[src/rtl/uart_rx_buf_sched.sv]
// uart_rx_buf_sched: UART receiver (8N1, or 8E1 when UART_RX_PARITY_EN is
// defined) feeding a 128-entry RX buffer, with a scheduler that shares the
// buffer's single addr/wdata/rnw port between received-byte writes and CPU pops.
// Optional feature macro: UART_RX_PARITY_EN (even parity bit between data and stop).
module uart_rx_buf_sched #(
  parameter int          CLKS_PER_BIT = 104,
  parameter logic [31:0] BUF_BASE     = 32'h0001_0000
) (
  input  logic        clk,
  input  logic        rst_n_i,
  input  logic        rx_i,
  input  logic        cpu_req_i,
  output logic        cpu_ack_o,
  output logic [31:0] buf_addr_o,
  output logic [31:0] buf_wdata_o,
  output logic        buf_rnw_o,
  input  logic        rx_buffer_full_i,
  input  logic        rx_buffer_empty_i,
  output logic        frame_err_o,
  output logic        byte_dropped_o,
  output logic [7:0]  drop_count_o,
  output logic        rx_busy_o
);

  localparam int             CW        = $clog2(CLKS_PER_BIT);
  localparam logic [CW-1:0]  BIT_LAST  = CW'(CLKS_PER_BIT - 1);
  localparam logic [CW-1:0]  HALF_LAST = CW'(CLKS_PER_BIT / 2 - 1);

  typedef enum logic [2:0] {
    S_IDLE,
    S_START,
    S_DATA,
`ifdef UART_RX_PARITY_EN
    S_PARITY,
`endif
    S_STOP,
    S_WRITE,
    S_WAIT_HI
  } state_t;

  state_t          state;
  state_t          state_next;
  logic            rx_meta;
  logic            rx_s;
  logic [CW-1:0]   baud_cnt;
  logic [2:0]      bit_idx;
  logic [7:0]      shift;
  logic            sample;
  logic            counting;
  logic            stop_bad;
  logic            parity_bad;
  logic            frame_err;
  logic            byte_dropped;
  logic [7:0]      drop_cnt;

  // Two-flop synchroniser for the asynchronous serial line; idles high.
  always_ff @(posedge clk or negedge rst_n_i) begin
    if (!rst_n_i) begin
      rx_meta <= 1'b1;
      rx_s    <= 1'b1;
    end else begin
      rx_meta <= rx_i;
      rx_s    <= rx_meta;
    end
  end

  // Sample strobe: half a bit into START, then once per bit period.
  always_comb begin
    sample   = 1'b0;
    counting = 1'b0;
    case (state)
      S_START: begin
        counting = 1'b1;
        sample   = (baud_cnt == HALF_LAST);
      end
`ifdef UART_RX_PARITY_EN
      S_PARITY,
`endif
      S_DATA, S_STOP: begin
        counting = 1'b1;
        sample   = (baud_cnt == BIT_LAST);
      end
      default: ;
    endcase
  end

  // Frame error conditions evaluated at the sample point.
  always_comb begin
    stop_bad   = (state == S_STOP) && sample && !rx_s;
    parity_bad = 1'b0;
`ifdef UART_RX_PARITY_EN
    parity_bad = (state == S_PARITY) && sample && (rx_s != ^shift);
`endif
  end

  // FSM state register.
  always_ff @(posedge clk or negedge rst_n_i) begin
    if (!rst_n_i) state <= S_IDLE;
    else          state <= state_next;
  end

  // FSM next-state logic.
  always_comb begin
    state_next = state;
    case (state)
      S_IDLE:    if (!rx_s) state_next = S_START;
      S_START:   if (sample) state_next = rx_s ? S_IDLE : S_DATA;
      S_DATA: begin
        if (sample && (bit_idx == 3'd7)) begin
`ifdef UART_RX_PARITY_EN
          state_next = S_PARITY;
`else
          state_next = S_STOP;
`endif
        end
      end
`ifdef UART_RX_PARITY_EN
      S_PARITY:  if (sample) state_next = parity_bad ? S_WAIT_HI : S_STOP;
`endif
      S_STOP:    if (sample) state_next = rx_s ? S_WRITE : S_WAIT_HI;
      S_WRITE:   state_next = S_IDLE;
      S_WAIT_HI: if (rx_s) state_next = S_IDLE;
      default:   state_next = S_IDLE;
    endcase
  end

  // FSM outputs: the write cycle owns the bus; otherwise a CPU pop may use it.
  always_comb begin
    rx_busy_o   = (state != S_IDLE);
    cpu_ack_o   = rst_n_i && cpu_req_i && (state != S_WRITE) && !rx_buffer_empty_i;
    buf_addr_o  = '0;
    buf_wdata_o = '0;
    buf_rnw_o   = 1'b1;
    if (state == S_WRITE) begin
      buf_addr_o  = BUF_BASE;
      buf_wdata_o = {24'h0, shift};
      buf_rnw_o   = 1'b0;
    end else if (cpu_ack_o) begin
      buf_addr_o  = BUF_BASE;
    end
  end

  // Baud counter, bit index and data shift register.
  always_ff @(posedge clk or negedge rst_n_i) begin
    if (!rst_n_i) begin
      baud_cnt <= '0;
      bit_idx  <= '0;
      shift    <= '0;
    end else begin
      if ((state_next != state) || sample) baud_cnt <= '0;
      else if (counting)                   baud_cnt <= baud_cnt + 1'b1;
      if (state == S_START) bit_idx <= '0;
      else if ((state == S_DATA) && sample) begin
        bit_idx <= bit_idx + 1'b1;
        shift   <= {rx_s, shift[7:1]};
      end
    end
  end

  // Error/drop pulses and the saturating drop counter.
  always_ff @(posedge clk or negedge rst_n_i) begin
    if (!rst_n_i) begin
      frame_err    <= 1'b0;
      byte_dropped <= 1'b0;
      drop_cnt     <= '0;
    end else begin
      frame_err    <= stop_bad || parity_bad;
      byte_dropped <= (state == S_WRITE) && rx_buffer_full_i;
      if ((state == S_WRITE) && rx_buffer_full_i && (drop_cnt != 8'hFF))
        drop_cnt <= drop_cnt + 8'd1;
    end
  end

  assign frame_err_o    = frame_err;
  assign byte_dropped_o = byte_dropped;
  assign drop_count_o   = drop_cnt;

endmodule

[config.mk]
export PLATFORM = sky130hd
export DESIGN_NAME = uart_rx_buf_sched
export DESIGN_NICKNAME = d
export VERILOG_FILES = /design/src/rtl/uart_rx_buf_sched.sv
export SDC_FILE = /design/constraint.sdc
export NUM_CORES = 1
export LEC_CHECK = 0
export CAP_MARGIN = 0
export CORE_MARGIN = 5
export CORE_UTILIZATION = 40
export DETAILED_ROUTE_END_ITERATION = 8
export DONT_BUFFER_PORTS = 1
export SLEW_MARGIN = 20
export SYNTH_ARGS = -nofsm -noshare
export SYNTH_HDL_FRONTEND = slang
export SYNTH_SLANG_ARGS = --single-unit
[constraint.sdc]
create_clock -name clk -period 2.65 [get_ports clk]
set_input_delay 0.53 -clock clk [delete_from_list [all_inputs] [get_ports clk]]
set_output_delay 0.53 -clock clk [all_outputs]
set_load 0.005 [all_outputs]
==> results of run 1 <==
report_power, final:
part	leakage, nW	internal [mW]	switching [mW]
combinational	0.571	0.00395	0.0291
clock	0.0450	0.182	0.174
sequential	0.439	0.507	0.00176
cells in the final DEF, fill, tap and decap left out, types with 2 or more instances in the layout:
master,count
conb_1,55
dfrtp_1,31
nor2_1,20
nand2_1,12
and2_1,9
nand4_1,8
xor2_1,7
mux2_4,7
xnor2_1,7
clkbuf_8,5
mux2i_1,4
ha_1,4
inv_1,3
nand3b_1,2
and3b_1,2
mux2_2,2
clkinv_2,2
dfstp_2,2
cells by family (layout without fill, tap and decap cells):
family,count (synthesis),after routing
simple gates,61,61
buf+inv,64,13
xor+xnor,14,14
mux,13,13
compound gates,10,10
other cells,1,55
fa+ha+maj,5,5
flops,33,33
layout make-up:
type / instances / share of cell area [%]
repair buffers: 2 / 1.35
inverters: 3 / 0.554
well taps: 70 / 4.31
clock inverters: 2 / 0.492
flip-flops and latches: 33 / 40.7
multi-input cells: 158 / 49.0
clock buffers: 6 / 3.57
state kept, by name (all words and copies together) (netlist names):
signal	count
rx_meta	1
shift	8
baud_cnt	7
drop_count_o	8
state	3
frame_err_o	1
byte_dropped_o	1
rx_s	1
bit_idx	3
metal layers:
layer / up-vias / wire (um) / track usage, %
li1: 558 / - / -
met1: 543 / 1390 / 12.3
met2: 47 / 1490 / 13.3
met3: 4 / 323 / 4.45
met4: 0 / 23 / 3.32
met5: - / 0 / 0
metrics by stage:
step,utilization [%],hold WS (ns)
2_1_floorplan,-,0.234
3_3_place_gp,38.1,0.236
3_5_place_dp,38.1,0.236
4_1_cts,40.1,0.0695
5_1_grt,40.1,0.0663
6_report,40.1,0.0701
what timing repair did:
| item | in CTS | in global routing |
|---|---|---|
| hold buffers | 1 | 0 |
| buffers inserted | 0 | 0 |
| endpoints found under the hold margin | 31 | 0 |
| endpoints found under the setup margin | 0 | 0 |
worst min path at each step:
stage                       end  depth (start not counted)
floorplan           baud_cnt[0]                          0
global placement    baud_cnt[3]                          0
detailed placement  baud_cnt[3]                          0
CTS                    state[2]                          1
global route            rx_meta                          0
finish               bit_idx[2]                          1
==> reports/metrics.cfg, run 1 <==
[drt]
ant_nets=0
drc=0
wl_per_cell_um=11.8
num_vias=1152
initialDrtViolationCount=50
routed_wl_mm=3.23
first_pass_iters=4
avgViaCountPerCell=4.20

[placed_design]
dp_hpwl_mm=2.42
port_buffers=0
pre_cts_slack_ns=0.762
place_inst=265
place_congestion=0.771
postPlaceCellArea_um2=1930

[sta]
final_max_slew_viol_count=0
fin_setup_tns_ns=0
timing.final.crit_share_pct=71.8
final-hold-violation-count=0
layout_setup_ws_ns=0.748
final.setup_skew_ns=0.00330
fmax_mhz=526
final.min_clock_period_ns=1.90
final-setup-viol-count=0
rsz0062_at_grt=false

[finish]
drive_gt1_share_pct=13.7
regArea_um2=828
instances_no_fill=274
area_growth_pct=-2.28
finish.instance_area_um2=2030
multi_input_area_um2=997
fin_nets=213
fill_cells=517
num_antenna_cells=0

[global_routing]
grtUsageTotal_pct=9.34
grt_antenna_before_repair=0
grt_max_degree=32
grt_pass1_wl_mm=4.80
gr-total-overflow=0
grt_pass1_vias=1015

[logic_synthesis]
synth-edff-count=0
netlist_area_um2=2080
syn_avg_cell_area_um2=10.4
synth_warnings=0
synth_adder_area_share_pct=2.88
synthMuxAreaShare_pct=8.05
synth_flop_cell=dfrtp_1
synth_cells=201
synth-simple-area-share_pct=15.9
synth_top_family_by_area=buffers and inverters
synth.largest_area_cell=dfrtp_1
synth_common_cells=buf_4 (55), dfrtp_1 (31), nor2_1 (20), nand2_1 (12), and2_1 (9)
netlist_top_cells_area=dfrtp_1 (37%), buf_4 (20%), mux2_4 (5.0%), nor2_1 (3.6%), xnor2_1 (2.9%)
synth_xor_area_share_pct=5.89
ys_types=39
ys_seq_area_share_pct=39.8
synth_seq_cells=33
yosysTopAreaCellShare_pct=37.3
synth_compound_area_share_pct=5.23
synth_most_common_cell=buf_4
async_flop_share_pct=100

[clock_network]
clk_pin_slew_worst_paths_ns=0.06
cts_buffer_depth=2
cts.sinks=33
root_buffer=clkbuf_8
cts_resized=0
clkLatencyLatePin_ns=0.28
numCtsBuffers=5
cts_tree=built
cts_max_level=2

[setup_path]
cp_slowest_stage_delay_ns=0.41
rrSetupSlack_ns=0.75
reg2reg_depth=6
required_ns=2.81
reg2reg_from=baud_cnt[0]
worstSetupStartpoint=baud_cnt[0]
path_buf_inv=0
arrival_ns=2.06
path_class=reg2reg
cp-end-kind=flip-flop
cp_max_fo=7
cp-start-kind=flip-flop
path_delay_family=compound AO/OA/AOI/OAI gates
cp.depth=6
cp_slowest_cell=dfrtp_1
r2r-end=baud_cnt[1]
crit_path_end=baud_cnt[1]
path_cells=ha_1 > and3b_1 > a311oi_1 > a41oi_2 > a41oi_4 > nor2_1

[floorplanning]
start_util_pct=41.0
core_um2=5070
die_h_um=82.1
rows=26
die_w_um=82.1
io-pin-count=83
die_area_um2=6750

[pwr]
p_leak_nw=1.06
ir_drop_v=0.000287
power.density_nw_per_um2=441
power_uw=897

[run_status]
status=complete, no violations

[worst_hold_path]
hold_path_class=in2async

[run]
maxCapViolCount=0

No activity file was read; power rests on OpenSTA's default activity.
==> run 2: changes to the inputs <==
==> constraint.sdc (replaced) <==
create_clock -name clk -period 1.75 [get_ports clk]
set_input_delay 0.35 -clock clk [delete_from_list [all_inputs] [get_ports clk]]
set_output_delay 0.35 -clock clk [all_outputs]
set_load 0.005 [all_outputs]
==> run 2 against run 1 <==
Against the previous run: sequential power up 52%; via count rose by 6.9%; sequential share of layout area down 2.5 points; combinational power is 64% higher; count of clock-buffer cells in the layout did not move; power increased by 53%; wire length rose by 6.7%; cell area up 6.7%; worst setup slack got worse by 0.64 ns; critical path depth shrank 3; die area did not move; clock skew barely moved; critical path type is now reg2out; critical endpoint is now buf_wdata_o[7].
==> reports/metrics.cfg, run 2 (same netlist as run 1, synthesis figures left out) <==
[setup_path]
arrival_ns=1.29
cp_max_fo=11
cp_slowest_cell=dfrtp_2
cp-end-kind=primary output
path_buf_inv=1
path_class=reg2out
cp.depth=3
rrSetupSlack_ns=0.11
path_delay_family=flip-flops
required_ns=1.40
path_cells=nor3b_2 > buf_4 > and2_1
cp_slowest_stage_delay_ns=0.46
cp-start-kind=flip-flop
reg2reg_depth=6

[drt]
wl_per_cell_um=12.0
initialDrtViolationCount=30
avgViaCountPerCell=4.27
drc=0
first_pass_iters=4
routed_wl_mm=3.45
ant_nets=0
num_vias=1231

[placed_design]
dp_hpwl_mm=2.52
place_congestion=0.756
place_inst=276
port_buffers=0
postPlaceCellArea_um2=2030
pre_cts_slack_ns=-0.0398

[finish]
drive_gt1_share_pct=21.6
final_common_cell=conb_1
finish.instance_area_um2=2170
fill_cells=495
num_antenna_cells=0
instances_no_fill=288
regArea_um2=830
area_growth_pct=4.27
multi_input_area_um2=1010
fin_nets=227
final_util_pct=42.8
final_cell_mix=conb_1 (55), dfrtp_1 (30), nor2_1 (19)

[clock_network]
clk_pin_slew_worst_paths_ns=0.07
numCtsBuffers=5
cts_buffer_depth=2
cts_max_level=2
clkLatencyLatePin_ns=0.28
root_buffer=clkbuf_8
cts_tree=built
cts.sinks=33

[floorplanning]
io-pin-count=83
die_area_um2=6750
die_h_um=82.1
die_w_um=82.1
start_util_pct=41.0
core_um2=5070
rows=26

[global_routing]
met3_usage_pct=4.12
met2_usage_pct=15.5
grt_pass1_vias=1101
grtUsageTotal_pct=10.2
grt-busiest-layer=met2
grt_max_degree=34
grt_antenna_before_repair=0
grtUsageMet1_pct=12.9
grt_pass1_wl_mm=5.21
gr-total-overflow=0

[worst_hold_path]
hold-path-cell-count=0
hold_path_class=in2reg

[pwr]
ir_drop_v=0.000297
power_mw=1.37
power.density_nw_per_um2=632
p_leak_nw=1.12

[sta]
final-setup-viol-count=0
fmax_mhz=608
final.setup_skew_ns=0.00350
final-hold-violation-count=0
layout_setup_ws_ns=0.106
timing.final.crit_share_pct=94.0
final.min_clock_period_ns=1.64
final_max_slew_viol_count=0
fin_setup_tns_ns=0
whs_ns=0.0609
rsz0062_at_grt=true

[run_status]
status=complete, no violations

[run]
maxCapViolCount=0

[run 2: cell types whose count changed in the layout (fill, tap and decap cells not counted), sizes merged]
cell,delta
dlygate4sd3,+1
buf,+13
[run 2: metal layers]
layer  vias up  part of all wire [%]
met4         0                   1.0
met2        50                    47
met1       594                    42
li1        582                     -
met5         -                     0
met3         5                   9.6
[run 2: timing repair]
item,CTS,global route
hold buffers,2,0
buffers inserted,0,2
endpoints found under the setup margin,7,18
hold endpoints to repair,33,0
gates resized for setup,1,5
pin swaps,1,13
[run 2: area by class of cell]
type / instances / area share (%)
sequential: 33 / 38.2
inverter: 3 / 0.519
multi-input combinational: 158 / 46.6
timing repair buffer: 16 / 6.80
clock buffer: 6 / 3.34
clock inverter: 2 / 0.461
tap: 70 / 4.03
[run 2: power by group]
group | leakage [nW] | internal [mW] | switching, mW | total, mW
clock | 0.0450 | 0.275 | 0.273 | 0.548
sequential | 0.439 | 0.767 | 0.00273 | 0.770
combinational | 0.641 | 0.00749 | 0.0467 | 0.0542
[run 2: path summary, 6_finish.rpt]
kind                             startpoint              to
worst max-delay path               state[0]  buf_wdata_o[7]
worst min-delay path                   rx_i         rx_meta
worst max register to register  baud_cnt[1]     baud_cnt[1]
worst min register to register      rx_meta            rx_s
max in group asynchronous           rst_n_i            rx_s
min in group asynchronous           rst_n_i     frame_err_o
==> run 3: changes to the inputs <==
--- a/config.mk
+++ b/config.mk
@@ -5,11 +5,13 @@
 export SDC_FILE = /design/constraint.sdc
 export NUM_CORES = 1
 export LEC_CHECK = 0
+export ABC_AREA = 1
 export CAP_MARGIN = 0
 export CORE_MARGIN = 5
 export CORE_UTILIZATION = 40
 export DETAILED_ROUTE_END_ITERATION = 8
 export DONT_BUFFER_PORTS = 1
+export SKIP_LAST_GASP = 1
 export SLEW_MARGIN = 20
 export SYNTH_ARGS = -nofsm -noshare
 export SYNTH_HDL_FRONTEND = slang
==> run 3 against run 2 <==
Against the previous run: flip-flop and latch count unchanged; sequential share of layout area grew 1.3 points; synthesized area down 0.78%; critical path type unchanged; largest cell class unchanged; highest routed layer unchanged.
==> reports/metrics.cfg, run 3 <==
[run_status]
status=complete, no violations

[global_routing]
grtUsageTotal_pct=11.0
grt_antenna_before_repair=0
grt_max_degree=34
gr-total-overflow=0
grt_pass1_wl_mm=5.66
grt_pass1_vias=1264

[pwr]
power.density_nw_per_um2=656
p_leak_nw=1.07
ir_drop_v=0.000529

[setup_path]
path_class=reg2out
arrival_ns=1.27
cp_slowest_stage_delay_ns=0.45
required_ns=1.40
cp_slowest_cell=dfrtp_2
path_buf_inv=1
path_delay_family=flip-flops
cp_max_fo=11
cp-end-kind=primary output
cp-start-kind=flip-flop
path_cells=nor2_4 > nand2_2 > buf_6 > nand4_1 > nand2_1

[worst_hold_path]
hold_path_class=in2reg

[clock_network]
cts.sinks=33
clk_pin_slew_worst_paths_ns=0.07
cts_max_level=2
clkLatencyLatePin_ns=0.28
root_buffer=clkbuf_8
cts_buffer_depth=2
cts_tree=built
numCtsBuffers=5

[logic_synthesis]
synth_common_cells=buf_4 (55), dfrtp_1 (31), nor2_1 (31), inv_1 (27), nand2_1 (26)
netlist_area_um2=2070
syn_avg_cell_area_um2=8.57
async_flop_share_pct=100
yosysTopAreaCellShare_pct=37.6
ys_types=29
synth.largest_area_cell=dfrtp_1
netlist_top_cells_area=dfrtp_1 (38%), buf_4 (20%), nor2_1 (5.6%), inv_1 (4.9%), nand2_1 (4.7%)
synth_warnings=0
synth_seq_cells=33
ys_seq_area_share_pct=40.1
synth_flop_cell=dfrtp_1
synth_most_common_cell=buf_4
synth-edff-count=0
synth_cells=241

[floorplanning]
rows=26
die_w_um=81.9
die_area_um2=6700
die_h_um=81.9
core_um2=5070
start_util_pct=40.7
io-pin-count=83

[placed_design]
place_congestion=0.874
dp_hpwl_mm=2.56
port_buffers=0
place_inst=311
postPlaceCellArea_um2=1960

[run]
maxCapViolCount=0

[sta]
fin_setup_tns_ns=0
fmax_mhz=617
final.setup_skew_ns=0.00434
final-setup-viol-count=0
final.min_clock_period_ns=1.62
final-hold-violation-count=0
final_max_slew_viol_count=0
rsz0062_at_grt=false
timing.final.crit_share_pct=92.7

[drt]
num_vias=1320
routed_wl_mm=3.32
wl_per_cell_um=10.3
first_pass_iters=4
initialDrtViolationCount=46
avgViaCountPerCell=4.10
drc=0
ant_nets=0

[finish]
fill_cells=522
final_cell_mix=conb_1 (55), nor2_1 (30), dfrtp_1 (29)
final_common_cell=conb_1
drive_gt1_share_pct=16.3
area_growth_pct=1.70
finish.instance_area_um2=2100
num_antenna_cells=0
instances_no_fill=322
fin_nets=261

[run 3: changes by cell type after synthesis, sizes merged, moves of 3 or more]
cell,previous run,this run
and2,10,0
nor3,1,5
o21ai,1,9
inv,3,29
nand4,8,5
nand2,12,31
buf,60,56
nor2,20,37
mux2,9,1
mux2i,4,1
nand3,2,10
[run 3: through the flow]
stage	power (mW)	utilization, %	setup WS (ns)	hold WS, ns
final	1.38	41.4	0.129	0.0599
after global routing	1.44	41.4	0.0135	0.0365
after CTS	1.40	41.2	0.0112	0.0461
after detailed placement	0.814	38.6	0.156	0.0553
after global placement	0.813	38.6	0.227	0.0554
after floorplan	0.902	-	0.283	0.0544
[run 3: worst paths after layout]
check	start	endpoint	slack [ns]	cells after the start
max	state[1]	buf_addr_o[16]	0.13	5
min reg2reg	rx_meta	rx_s	0.36	0
min	rx_i	rx_meta	0.06	0
min in group asynchronous	rst_n_i	shift[7]	0.51	2
max in group asynchronous	rst_n_i	rx_s	1.00	2
max reg2reg	state[1]	baud_cnt[1]	0.21	12
[run 3: layer usage]
metal,global-route usage [%],vias up,share of wire (%)
met5,0,-,0
met4,4.82,0,1.5
met3,3.40,8,9.5
met2,17.9,64,47
met1,13.3,599,42
li1,-,649,-
[run 3: kinds of logic (layout without fill, tap and decap cells)]
| kind of cell | Yosys count | in the layout | share of synthesized area, % |
|---|---|---|---|
| multiplexers | 2 | 2 | 1.03 |
| adder cells (fa/ha/maj) | 4 | 4 | 2.42 |
| AND/OR/NAND/NOR | 88 | 88 | 21.3 |
| AO/OA/AOI/OAI | 13 | 13 | 3.63 |
| other | 1 | 55 | 0.182 |
| flip-flops | 33 | 33 | 40.1 |
| buffers and inverters | 87 | 44 | 25.9 |
| XOR/XNOR | 13 | 13 | 5.51 |
[run 3: cell type report]
type,count,area [um^2],area share [%]
Sequential cell,33,831,39.5
Multi-Input combinational cell,175,916,43.6
Timing Repair Buffer,7,71.3,3.39
Clock inverter,3,17.5,0.834
Tap cell,70,87.6,4.17
Inverter,29,109,5.18
Clock buffer,5,68.8,3.28
[run 3: timing repair]
item | CTS | global route
hold endpoints to repair | 33 | 0
gates resized for setup | 2 | 4
setup buffers | 1 | 0
endpoints found under the setup margin | 10 | 10
hold buffers | 2 | 0
pin swaps | 1 | 0
[run 3: worst register-to-register path: stages, from the launching register on]
cell,delay [ns]
dfrtp_2,0.45
nor2_4,0.14
buf_4,0.14
inv_1,0.04
nor2_1,0.11
nand2_1,0.07
nand2_1,0.05
inv_1,0.04
nand2_1,0.08
nor2_1,0.05
nand3_1,0.10
nand3_4,0.12
nor2_1,0.10
[run 3: where the power goes]
group | total (mW) | switching (mW) | internal [mW]
registers | 0.768 | 0.00120 | 0.767
clock network | 0.555 | 0.281 | 0.274
logic | 0.0556 | 0.0483 | 0.00732
total | 1.38 | 0.330 | 1.05
